[config.mk]
export PLATFORM = sky130hd
export DESIGN_NAME = mem_ctrl
export DESIGN_NICKNAME = d
export VERILOG_FILES = /design/src/rtl/mem_ctrl.sv
export SDC_FILE = /design/constraint.sdc
export NUM_CORES = 1
export LEC_CHECK = 0
export BUFFER_PORTS_ARGS = -buffer_cell sky130_fd_sc_hd__buf_2
export CAP_MARGIN = 10
export CORE_UTILIZATION = 59
export CTS_CLUSTER_SIZE = 8
export DETAILED_ROUTE_END_ITERATION = 8
export PLACE_DENSITY_LB_ADDON = 0.08
export SLEW_MARGIN = 25
export SYNTH_ARGS = -nofsm -noshare
export SYNTH_HDL_FRONTEND = slang
export SYNTH_SLANG_ARGS = --single-unit
[constraint.sdc]
create_clock -name clk -period 8.3 [get_ports clk]
set_input_delay 1.66 -clock clk [delete_from_list [all_inputs] [get_ports clk]]
set_output_delay 1.66 -clock clk [all_outputs]
set_load 0.01 [all_outputs]
[src/rtl/mem_ctrl.sv]
// Single-port byte-wide RAM controller: arbitrates IF fetches against MEM loads/stores,
// serialises each word into byte accesses and reassembles/extends the read data.
module mem_ctrl #(
  parameter int RAM_LATENCY = 1
) (
  input  logic        clk,
  input  logic        rst,
  input  logic        if_req,
  input  logic [31:0] if_addr,
  output logic        if_busy,
  output logic        if_done,
  output logic [31:0] if_data,
  input  logic        mem_req,
  input  logic [31:0] mem_req_addr,
  input  logic [31:0] mem_req_data,
  input  logic [3:0]  mem_req_type,
  output logic        mem_busy,
  output logic        mem_done,
  output logic [31:0] mem_rdata,
  input  logic [7:0]  ram_din,
  output logic [7:0]  ram_dout,
  output logic [31:0] ram_addr,
  output logic        ram_wr
);

  typedef enum logic [1:0] {S_IDLE, S_READ, S_WRITE, S_DONE} state_t;

  localparam logic [3:0] T_LB  = 4'd1;
  localparam logic [3:0] T_LH  = 4'd2;
  localparam logic [3:0] T_LW  = 4'd3;
  localparam logic [3:0] T_LHU = 4'd4;
  localparam logic [3:0] T_LBU = 4'd5;
  localparam logic [3:0] T_SB  = 4'd6;
  localparam logic [3:0] T_SH  = 4'd7;
  localparam logic [3:0] T_SW  = 4'd8;
  localparam logic [2:0] LAT   = 3'(RAM_LATENCY);

  state_t      state_q;
  logic [2:0]  cnt_q;
  logic [2:0]  nbytes_q;
  logic [31:0] base_q;
  logic [31:0] wdata_q;
  logic [31:0] rbuf_q;
  logic [3:0]  type_q;
  logic        grant_if_q;
  logic [31:0] ram_addr_q;
  logic [7:0]  ram_dout_q;
  logic        ram_wr_q;
  logic        if_done_q;
  logic        mem_done_q;
  logic [31:0] if_data_q;
  logic [31:0] mem_rdata_q;

  logic        mem_valid;
  logic        req_store;
  logic [2:0]  req_size;
  logic [2:0]  cnt_inc;
  logic [2:0]  rd_last;
  logic [31:0] word_asm;
  logic [31:0] load_ext;
  logic [7:0]  wbyte [4];

  assign mem_valid = mem_req && (mem_req_type >= T_LB) && (mem_req_type <= T_SW);
  assign req_store = (mem_req_type >= T_SB);
  assign cnt_inc   = cnt_q + 3'd1;
  // Last READ cycle is the one that captures the final byte, LAT cycles after its address.
  assign rd_last   = nbytes_q + (LAT - 3'd1);

  always_comb begin
    case (mem_req_type)
      T_LB, T_LBU, T_SB: req_size = 3'd1;
      T_LH, T_LHU, T_SH: req_size = 3'd2;
      default:           req_size = 3'd4;
    endcase
  end

  for (genvar gi = 0; gi < 4; gi++) begin : g_lane
    assign word_asm[8*gi +: 8] = (cnt_q == 3'(gi) + LAT) ? ram_din : rbuf_q[8*gi +: 8];
    assign wbyte[gi]           = wdata_q[8*gi +: 8];
  end

  always_comb begin
    case (type_q)
      T_LB:    load_ext = {{24{word_asm[7]}}, word_asm[7:0]};
      T_LH:    load_ext = {{16{word_asm[15]}}, word_asm[15:0]};
      T_LBU:   load_ext = {24'd0, word_asm[7:0]};
      T_LHU:   load_ext = {16'd0, word_asm[15:0]};
      default: load_ext = word_asm;
    endcase
  end

  always_ff @(posedge clk) begin
    if (!rst) begin
      state_q     <= S_IDLE;
      cnt_q       <= 3'd0;
      nbytes_q    <= 3'd0;
      base_q      <= 32'd0;
      wdata_q     <= 32'd0;
      rbuf_q      <= 32'd0;
      type_q      <= 4'd0;
      grant_if_q  <= 1'b0;
      ram_addr_q  <= 32'd0;
      ram_dout_q  <= 8'd0;
      ram_wr_q    <= 1'b0;
      if_done_q   <= 1'b0;
      mem_done_q  <= 1'b0;
      if_data_q   <= 32'd0;
      mem_rdata_q <= 32'd0;
    end else begin
      if_done_q  <= 1'b0;
      mem_done_q <= 1'b0;
      case (state_q)
        S_IDLE: begin
          cnt_q  <= 3'd0;
          rbuf_q <= 32'd0;
          if (mem_valid) begin
            grant_if_q <= 1'b0;
            base_q     <= mem_req_addr;
            wdata_q    <= mem_req_data;
            type_q     <= mem_req_type;
            nbytes_q   <= req_size;
            ram_addr_q <= mem_req_addr;
            if (req_store) begin
              state_q    <= S_WRITE;
              ram_wr_q   <= 1'b1;
              ram_dout_q <= mem_req_data[7:0];
            end else begin
              state_q <= S_READ;
            end
          end else if (if_req) begin
            grant_if_q <= 1'b1;
            base_q     <= if_addr;
            type_q     <= T_LW;
            nbytes_q   <= 3'd4;
            ram_addr_q <= if_addr;
            state_q    <= S_READ;
          end
        end
        S_READ: begin
          rbuf_q <= word_asm;
          cnt_q  <= cnt_inc;
          if (cnt_q == rd_last) begin
            state_q <= S_DONE;
            if (grant_if_q) begin
              if_data_q <= word_asm;
              if_done_q <= 1'b1;
            end else begin
              mem_rdata_q <= load_ext;
              mem_done_q  <= 1'b1;
            end
          end else if (cnt_inc < nbytes_q) begin
            ram_addr_q <= base_q + {29'd0, cnt_inc};
          end
        end
        S_WRITE: begin
          if (cnt_q == nbytes_q - 3'd1) begin
            state_q    <= S_DONE;
            ram_wr_q   <= 1'b0;
            ram_dout_q <= 8'd0;
            mem_done_q <= 1'b1;
          end else begin
            cnt_q      <= cnt_inc;
            ram_addr_q <= base_q + {29'd0, cnt_inc};
            ram_dout_q <= wbyte[cnt_inc[1:0]];
          end
        end
        default: state_q <= S_IDLE;
      endcase
    end
  end

  // Busy flags are combinational so the MEM stage sees a same-cycle IF grant.
  assign if_busy   = rst & if_req & ~if_done_q;
  assign mem_busy  = rst & ((state_q != S_IDLE) | (if_req & ~mem_valid));
  assign if_done   = if_done_q;
  assign if_data   = if_data_q;
  assign mem_done  = mem_done_q;
  assign mem_rdata = mem_rdata_q;
  assign ram_addr  = ram_addr_q;
  assign ram_dout  = ram_dout_q;
  assign ram_wr    = ram_wr_q;

endmodule

== Word level (Yosys, flattened, before mapping) ==
Cells that the tools add are included.

* $add $sub $neg: 3
* Order comparisons: 5
* Equal/unequal tests: 26
* Mux-type cells: 43
* Bitwise gates (word level): 9
* Reduce and logical (&&, ||, !) cells: 20

{| class="wikitable"
|+ Operators by type and width
! cell !! count
|-
| two-way mux 32 bit || 5
|-
| one-hot mux 32 bit (4 select lines) || 1
|-
| one-hot mux 32 bit (3 select lines) || 1
|-
| two-way mux 8 bit || 9
|-
| one-hot mux 32 bit (2 select lines) || 1
|-
| adder 32 x 3 -> 32 bit || 1
|-
| == test 4 x 3 -> 1 bit, second input constant || 6
|-
| binary-select mux 8 bit (select 2 bit) || 1
|-
| one-hot mux 8 bit (2 select lines) || 1
|-
| AND reduction 3 bit || 5
|-
| inequality test 2 bit, second input constant || 7
|-
| two-way mux 2 bit || 5
|-
| two-way mux 1 bit || 9
|-
| two-way mux 3 bit || 3
|-
| one-hot mux 3 bit (3 select lines) || 1
|-
| == test 4 x 1 -> 1 bit, second input constant || 2
|-
| == test 4 x 2 -> 1 bit, second input constant || 2
|-
| two-way mux 4 bit || 2
|-
| nonzero test 2 bit || 4
|-
| == test 3 x 2 -> 1 bit, second input constant || 2
|-
| == test 3 bit || 2
|-
| one-hot mux 2 bit (3 select lines) || 1
|-
| one-hot mux 3 bit (2 select lines) || 1
|-
| AND reduction 2 bit || 3
|-
| other kinds (23) || 31
|}

* Register bits: 216
* Input port bits: 112
* Output and inout bits: 109
* Word-level logic and storage cells: 121

== Depth between registers and ports, before layout ==
Gate-level depths: netlist of the first run.

* Depth after elaboration: 7
* Depth in mapped cells: 13
* Mapped depth without buffers: 10

== Worst setup path after synthesis of the first run ==
No wires, ideal clock.

* Kind: input -> output
* Start point: input mem_req_type[2]
* End point: output mem_busy
* Arrival: 2844 ps
* Data required time: 6640 ps
* Path slack: 3796 ps
* Stages on the path: 7
* Path buffers: 3
* Cells stage by stage: buf_2 -> nor4_1 -> nor3_1 -> buf_4 -> buf_4 -> nand2b_1 -> a21oi_1

* Longest elaborated chain between the ends: 7
* Elaborated cells between the ends (all ways): 8
* Those cells by class: 2 x order compare; 4 x bitwise; 2 x reduce/logical

{| class="wikitable"
|+ Ends and longest elaborated chain
! what !! line !! RTL
|-
| start, declared || 16 || <nowiki>input logic [3:0] mem_req_type,</nowiki>
|-
| greater-or-equal comparator 4 x 1 -> 1 bit || 63 || <nowiki>assign mem_valid = mem_req && (mem_req_type >= T_LB) && (mem_req_type <= T_SW);</nowiki>
|-
| logical AND 1 bit || 63 ||
|-
| logical AND 1 bit * || 63 ||
|-
| NOT 1 bit * || 174 || <nowiki>assign mem_busy = rst & ((state_q != S_IDLE) | (if_req & ~mem_valid));</nowiki>
|-
| bitwise AND 1 bit * || 174 ||
|-
| bitwise OR 1 bit * || 174 ||
|-
| bitwise AND 1 bit * || 174 ||
|-
| end, declared || 17 || <nowiki>output logic mem_busy,</nowiki>
|}

Every way passes the cells marked *; elsewhere a longest branch is shown, timed or not.

== Worst setup path after layout of the first run ==
* Start point: input rst
* End point: output mem_busy

* Longest elaborated chain between the ends: 1

{| class="wikitable"
|+ Ends and longest elaborated chain
! what !! line !! RTL
|-
| start, declared || 7 || <nowiki>input logic rst,</nowiki>
|-
| bitwise AND 1 bit || 174 ||
|}

Every way passes these cells.

==> impl_metrics.sql, run 1 <==
INSERT INTO impl_metrics (metric_group, metric, value, unit) VALUES
('status', 'run_status', 'completed', ''),
('worst_setup_path', 'crit_arrival', '3.26', 'ns'),
('timing', 'hold_viol', '0', ''),
('layout', 'layout.cells.most_common_list', '220 x buf_2, 216 x dfxtp_1, 138 x nor2_1, 97 x nand2_1, 79 x mux2i_1', ''),
('drt', 'route.detailed.vias_per_inst', '5.797', ''),
('timing', 'achievable-frequency', '203.2', 'MHz'),
('synth', 'postSynth.topFlopCell', 'dfxtp_1', ''),
('global_route', 'grt.overflow.total', '0', ''),
('timing', 'skew', '0.01685', 'ns'),
('pwr', 'total_power_consumption', '3.906', 'mW'),
('layout', 'synthToLayoutAreaGrowth', '18.25', '%'),
('synth', 'avgSynthCellArea', '9.047', 'sq um'),
('pwr', 'p_leak', '5.030', 'nW'),
('drt', 'vias', '8707', ''),
('die', 'placementRows', '47', ''),
('timing', 'max_slew_margin', '37.72', '%'),
('worst_setup_path', 'critical_path.slowest_cell', 'buf_4', ''),
('drt', 'wl_per_cell', '16.65', 'um'),
('clock_tree', 'cts_buffers', '30', ''),
('worst_setup_path', 'worst-r2r-cell-count', '10', ''),
('worst_setup_path', 'startpoint_to_endpoint_class_of_the_critical_path', 'in -> out', ''),
('pwr', 'pwr_density_cell', '328.9', 'nW/um^2'),
('clock_tree', 'ctsHtreeMaxLevel', '1', ''),
('layout', 'final_common_cell', 'buf_2', ''),
('worst_setup_path', 'critical_path.top_delay_family', 'buffers and inverters', ''),
('clock_tree', 'cts_buffer_depth', '3', ''),
('clock_tree', 'post_cts_resize_count', '0', ''),
('placement', 'globalplace.congestion', '0.8072', ''),
('placement', 'dpl.hpwl', '16470', 'um'),
('worst_setup_path', 'crit_fanout', '85', ''),
('worst_setup_path', 'worstSetupEndpointType', 'primary output', ''),
('global_route', 'grt_max_degree', '86', ''),
('job', 'cap_violations', '0', ''),
('layout', 'final_layout_net_count', '1412', ''),
('clock_tree', 'ctsRootBufferMaster', 'clkbuf_16', ''),
('timing', 'timing.final.crit_period', '4.920', 'ns'),
('worst_setup_path', 'worst-path-buf-inv', '4', ''),
('die', 'coreArea', '16580', 'sq um'),
('drt', 'routed_wl', '25010', 'um'),
('worst_hold_path', 'hold_path_class', 'reg -> reg', ''),
('drt', 'detail-route-antenna-nets', '0', ''),
('layout', 'antennaDiodeCount', '0', ''),
('placement', 'portBuffers', '220', ''),
('timing', 'worst_pin_slew', '0.9342', 'ns'),
('clock_tree', 'clk_pin_slew', '0.05', 'ns'),
('worst_setup_path', 'critical_path.startpoint_type', 'input port', ''),
('timing', 'final_tns_setup', '0', 'ns'),
('die', 'initial_core_util', '60.56', '%'),
('worst_setup_path', 'cp_most_frequent_cell', 'buf_2', ''),
('global_route', 'grt_antenna_before_repair', '0', ''),
('timing', 'final_min_period_over_clock_period', '59.28', '%'),
('timing', 'setup-violations-final', '0', ''),
('die', 'top_level_i_o_count', '221', ''),
('global_route', 'vias_in_the_first_global_route', '8163', ''),
('die', 'fp.dieArea', '17550', 'sq um'),
('synth', 'synth.yosys.seq_area_share', '43.06', '%'),
('worst_setup_path', 'cpPeakStageDelay', '0.59', 'ns'),
('drt', 'drc', '0', ''),
('die', 'die_w', '132.5', 'um'),
('layout', 'final.fill_count', '1387', ''),
('clock_tree', 'cts_hold_buffers', '0', ''),
('synth', 'postSynthNetCount', '1239', ''),
('synth', 'synth_enable_flop_cells', '0', ''),
('timing', 'rsz0062_at_grt', 'no', ''),
('global_route', 'track_usage', '27.82', '%'),
('worst_setup_path', 'timing.critical_path.required', '6.64', 'ns'),
('worst_setup_path', 'worstPathCellList', 'buf_2 -> buf_4 -> inv_4 -> a21oi_1 -> buf_2', ''),
('timing', 'fin_hold_ws', '0.4529', 'ns'),
('synth', 'ys_ff_latch', '216', ''),
('die', 'dieHeight', '132.5', 'um'),
('synth', 'mappedNetlistArea', '10040', 'sq um');
==> cell families (layout without fill, tap and decap cells) <==
family / after synthesis / in the layout / share of synthesized area [%]
XOR/XNOR: 35 / 35 / 3.190
adder cells (fa/ha/maj): 17 / 17 / 2.193
flip-flops: 216 / 216 / 43.06
AO/OA/AOI/OAI: 272 / 272 / 18.53
multiplexers: 102 / 102 / 11.35
AND/OR/NAND/NOR: 358 / 358 / 16.85
buffers and inverters: 110 / 282 / 4.834
==> cell usage after synthesis, types with 6 or more instances <==
master    number  area share (%)
nor2_1       139             5.2
buf_1          6            0.22
mux4_2         8             1.8
nand3_1       34             1.7
o211a_1       17             1.7
a21oi_1       78             3.9
or3b_2        13             1.1
nor3_1        14            0.70
o221a_2        9             1.0
nand2b_1      18             1.1
dfxtp_1      216              43
buf_4          7            0.52
mux2i_1       79             7.9
a22oi_1       26             1.9
ha_1          16             2.0
inv_1         20            0.75
o21ai_0       22             1.1
buf_2         25             1.2
xnor2_1       18             1.6
mux2_2        15             1.7
clkbuf_1      48             1.8
xor2_1        16             1.4
o21ai_1       25             1.2
a211oi_1      69             5.2
nand2_1       98             3.7
nand4_1        6            0.37
==> sequential cells by signal, summed over array words and instances, names as in the netlist, 4 cells and up <==
signal and flops:
ram_dout 8, rbuf_q 32, wdata_q 32, if_data 32, type_q 4, ram_addr 32
base_q 32, mem_rdata 32
==> power breakdown <==
| part | internal [mW] | switching (mW) |
|---|---|---|
| Clock | 0.628 | 0.412 |
| Sequential | 1.27 | 0.164 |
| Combinational | 0.552 | 0.877 |
==> area by class of cell <==
type                            count  area, sq um  area share, %
Sequential cell                   216         4324          36.41
Inverter                           22        85.08         0.7165
Multi-Input combinational cell    784         5255          44.25
Timing Repair Buffer              229         1169          9.841
Clock buffer                       30        750.7          6.322
Tap cell                          220        275.3          2.318
Clock inverter                      1        16.27         0.1370
==> final timing paths <==
path	from	to	slack, ns
worst max-delay path	rst	mem_busy	3.38
worst min-delay path	ram_addr[18]	ram_addr[18]	0.45
worst max register to register	cnt_q[0]	ram_addr[28]	4.32
worst min register to register	ram_addr[18]	ram_addr[18]	0.45
==> metal layers <==
metal / wire (um) / GRT usage [%] / up-vias / share of wire, %
li1: - / - / 4294 / -
met1: 11360 / 37.52 / 4123 / 45
met2: 12000 / 46.61 / 251 / 48
met3: 1219 / 4.023 / 39 / 4.9
met4: 431 / 7.535 / 0 / 1.7
met5: 0 / 0 / - / 0
==> per-stage QoR <==
stage               instances  setup slack [ns]  util, %  instance area (sq um)
CTS                      1502             3.376    71.54                  11860
floorplan                1110             3.796        -                  10040
finish                   1502             3.380    71.61                  11880
global placement         1471             3.407    66.89                  11090
detailed placement       1471             3.377    66.92                  11100
global route             1502             3.234    71.61                  11880
==> worst register-to-register path, stage by stage, from the launching register on <==
cell and delay (ns):
dfxtp_1 0.71, inv_1 0.25, ha_1 0.81, inv_1 0.14
fa_1 0.45, nor2b_1 0.39, o2111ai_2 0.34, nor4_1 0.35
xnor2_1 0.16, nand2_1 0.07, a32o_1 0.21
Note: power is estimated with default switching activity, not from simulation.
==> inputs of run 2 (changes only) <==
--- a/config.mk
+++ b/config.mk
@@ -5,9 +5,10 @@
 export SDC_FILE = /design/constraint.sdc
 export NUM_CORES = 1
 export LEC_CHECK = 0
+export ABC_AREA = 1
 export BUFFER_PORTS_ARGS = -buffer_cell sky130_fd_sc_hd__buf_2
 export CAP_MARGIN = 10
-export CORE_UTILIZATION = 59
+export CORE_UTILIZATION = 55
 export CTS_CLUSTER_SIZE = 8
 export DETAILED_ROUTE_END_ITERATION = 8
 export PLACE_DENSITY_LB_ADDON = 0.08
==> constraint.sdc (replaced) <==
create_clock -name clk -period 4.8 [get_ports clk]
set_input_delay 0.96 -clock clk [delete_from_list [all_inputs] [get_ports clk]]
set_output_delay 0.96 -clock clk [all_outputs]
set_load 0.01 [all_outputs]
==> impl_metrics.sql, run 2 <==
INSERT INTO impl_metrics (metric_group, metric, value, unit) VALUES
('status', 'run_status', 'finished, violations left', ''),
('status', 'failing_checks', 'design-rule violations', ''),
('worst_setup_path', 'timing.critical_path.required', '5.22', 'ns'),
('placement', 'dpl.hpwl', '19790', 'um'),
('timing', 'setup-violations-final', '0', ''),
('global_route', 'vias_in_the_first_global_route', '9745', ''),
('drt', 'number_of_violations_reported_at_the_end_of_detailed_routing_iteration_0', '608', ''),
('die', 'fp.dieArea', '19540', 'sq um'),
('worst_hold_path', 'hold_path_class', 'reg -> reg', ''),
('clock_tree', 'ctsHtreeMaxLevel', '1', ''),
('drt', 'wl_per_cell', '15.02', 'um'),
('drt', 'drc', '1', ''),
('timing', 'maxSlewViolCount', '0', ''),
('worst_setup_path', 'crit_arrival', '4.00', 'ns'),
('synth', 'yosys.area.top_type_share', '41.42', '%'),
('synth', 'avgSynthCellArea', '6.744', 'sq um'),
('clock_tree', 'cts_hold_buffers', '0', ''),
('die', 'placementRows', '50', ''),
('global_route', 'grt.overflow.total', '0', ''),
('worst_setup_path', 'crit_fanout', '15', ''),
('drt', 'route.detailed.vias_per_inst', '5.407', ''),
('synth', 'synthTopCellsByCount', '413 x nand2_1, 221 x nor2_1, 216 x dfxtp_1', ''),
('layout', 'antennaDiodeCount', '0', ''),
('timing', 'achievable-frequency', '279.2', 'MHz'),
('synth', 'synthMostInstantiatedCell', 'nand2_1', ''),
('clock_tree', 'cts_buffer_depth', '3', ''),
('drt', 'detail-route-antenna-nets', '0', ''),
('worst_setup_path', 'critical_path.startpoint_type', 'register', ''),
('timing', 'max_slew_margin', '28.71', '%'),
('die', 'dieHeight', '139.8', 'um'),
('global_route', 'grt_pass1_wl', '48200', 'um'),
('clock_tree', 'cts_buffers', '30', ''),
('clock_tree', 'ctsRootBufferMaster', 'clkbuf_16', ''),
('worst_setup_path', 'worstSetupEndpointType', 'register', ''),
('synth', 'synth_fa_ha_area_share', '2.109', '%'),
('layout', 'final.fill_count', '1777', ''),
('drt', 'drtPass1Iterations', '7', ''),
('synth', 'ys_ff_latch', '216', ''),
('placement', 'portBuffers', '220', ''),
('synth', 'synth_xor_xnor_area_share', '0.3356', '%'),
('clock_tree', 'clock_sink_count', '216', ''),
('placement', 'globalplace.congestion', '0.8988', ''),
('synth', 'ys_warn_count', '0', ''),
('timing', 'worst_pin_slew', '1.069', 'ns'),
('synth', 'synth.yosys.seq_area_share', '41.42', '%'),
('drt', 'vias', '10581', ''),
('clock_tree', 'postCtsSetupRepairBufs', '0', ''),
('global_route', 'grt_antenna_before_repair', '0', ''),
('job', 'cap_violations', '0', ''),
('die', 'coreArea', '18640', 'sq um'),
('synth', 'synth_area_leader_cell', 'dfxtp_1', ''),
('synth', 'netlist_top_cells_area', 'dfxtp_1 41%, nand2_1 15%, o21ai_0 8.4%, nor2_1 7.9%, a21oi_1 7.1%', ''),
('layout', 'layout.cells.most_common_list', '413 x nand2_1, 220 x nor2_1, 220 x buf_2, 216 x dfxtp_1, 176 x o21ai_0', ''),
('synth', 'yosys-mux-area-fraction', '0', '%'),
('clock_tree', 'post_cts_resize_count', '0', ''),
('synth', 'fraction_of_the_mapped_netlist_area_in_compound_gates', '19.82', '%'),
('layout', 'synthToLayoutAreaGrowth', '17.62', '%'),
('synth', 'synthDistinctLibCells', '36', ''),
('synth', 'postSynthNetCount', '1677', ''),
('synth', 'mappedNetlistArea', '10440', 'sq um'),
('layout', 'final_common_cell', 'nand2_1', ''),
('timing', 'final_min_period_over_clock_period', '74.61', '%'),
('pwr', 'irDropWorstVdd', '387.7', 'uV'),
('timing', 'final_tns_setup', '0', 'ns'),
('synth', 'synthArstFlopShare', '0', '%'),
('global_route', 'grt_max_degree', '100', ''),
('timing', 'timing.final.crit_period', '3.581', 'ns'),
('synth', 'synth_enable_flop_cells', '0', ''),
('worst_setup_path', 'startpoint_to_endpoint_class_of_the_critical_path', 'reg -> reg', ''),
('timing', 'fin_hold_ws', '0.4555', 'ns'),
('layout', 'final_layout_net_count', '1853', ''),
('die', 'die_w', '139.8', 'um'),
('pwr', 'pwr_density_cell', '573.1', 'nW/um^2'),
('clock_tree', 'clk_pin_slew', '0.05', 'ns'),
('clock_tree', 'tritoncts', 'built', ''),
('timing', 'rsz0062_at_grt', 'no', ''),
('drt', 'routed_wl', '29400', 'um'),
('timing', 'skew', '0.01302', 'ns'),
('clock_tree', 'latest_clock_arrival_within_the_worst_skew_pair', '0.54', 'ns'),
('die', 'top_level_i_o_count', '221', ''),
('synth', 'postSynth.topFlopCell', 'dfxtp_1', ''),
('synth', 'main_combinational_cell_family_by_area_after_synthesis', 'simple AND/OR/NAND/NOR gates', ''),
('synth', 'synth_simple_gate_area_share', '28.04', '%'),
('global_route', 'track_usage', '30.02', '%'),
('timing', 'hold_viol', '0', ''),
('layout', 'post_route_cells_drive_above_1_share', '17.47', '%'),
('pwr', 'p_leak', '5.538', 'nW'),
('synth', 'syn-instance-count', '1548', ''),
('die', 'initial_core_util', '56.00', '%');
-- run 2: cell type report --
type,count,area (sq um),share of cell area (%)
clock buffers,30,750.7,6.114
clock inverters,1,16.27,0.1325
multi-input cells,1125,5255,42.80
flip-flops and latches,216,4324,35.21
inverters,119,449.2,3.658
repair buffers,232,1191,9.700
well taps,234,292.8,2.384
-- run 2: layer usage --
| layer | vias up | wire, um | part of all wire (%) | global-route usage, % |
|---|---|---|---|---|
| met1 | 4896 | 13880 | 47 | 42.17 |
| li1 | 5344 | - | - | - |
| met3 | 39 | 1559 | 5.3 | 3.476 |
| met2 | 302 | 13500 | 46 | 49.50 |
| met4 | 0 | 463 | 1.6 | 6.420 |
| met5 | - | 0 | 0 | 0 |
-- run 2: cell families (layout without fill, tap and decap cells) --
logic type / Yosys count / count (layout)
xor gates and xnor gates: 4 / 4
buffers and inverters: 207 / 382
DFF: 216 / 216
AOI/OAI and AO/OA: 373 / 373
and+or+nand+nor: 731 / 731
adders and majority gates: 17 / 17
-- run 2: where the power goes --
part	switching (mW)	total, mW	internal [mW]
combinational	1.87	2.76	0.886
sequential	0.275	2.47	2.19
clock	0.725	1.81	1.09
-- run 2: critical path, stage by stage, from the launching register on --
cell	delay (ns)
dfxtp_1	0.32
inv_1	0.23
ha_1	0.69
clkinv_1	0.43
fa_1	0.54
inv_1	0.11
nand2_1	0.08
nand2_1	0.09
nand2_1	0.13
nor2_1	0.39
nand3_1	0.12
nand3_1	0.10
o21ai_0	0.08
nor2_1	0.10
nor2_1	0.04
-- run 2: stage by stage --
step	util, %	std cells	area, sq um	worst slack [ns]	total power [mW]
2_1_floorplan	-	1548	10440	1.866	4.429
3_3_place_gp	61.75	1926	11510	1.287	5.186
3_5_place_dp	61.75	1926	11510	1.180	5.232
4_1_cts	65.87	1957	12280	1.244	7.048
5_1_grt	65.87	1957	12280	0.9127	7.508
6_report	65.87	1957	12280	1.219	7.037
-- run 2: final timing paths --
| path | startpoint | to | slack, ns | cells past startpoint |
|---|---|---|---|---|
| worst min-delay path | wdata_q[23] | wdata_q[23] | 0.46 | 2 |
| worst max-delay path | cnt_q[0] | ram_addr[16] | 1.22 | 14 |
| worst min register to register | wdata_q[23] | wdata_q[23] | 0.46 | 2 |
| worst max register to register | cnt_q[0] | ram_addr[16] | 1.22 | 14 |
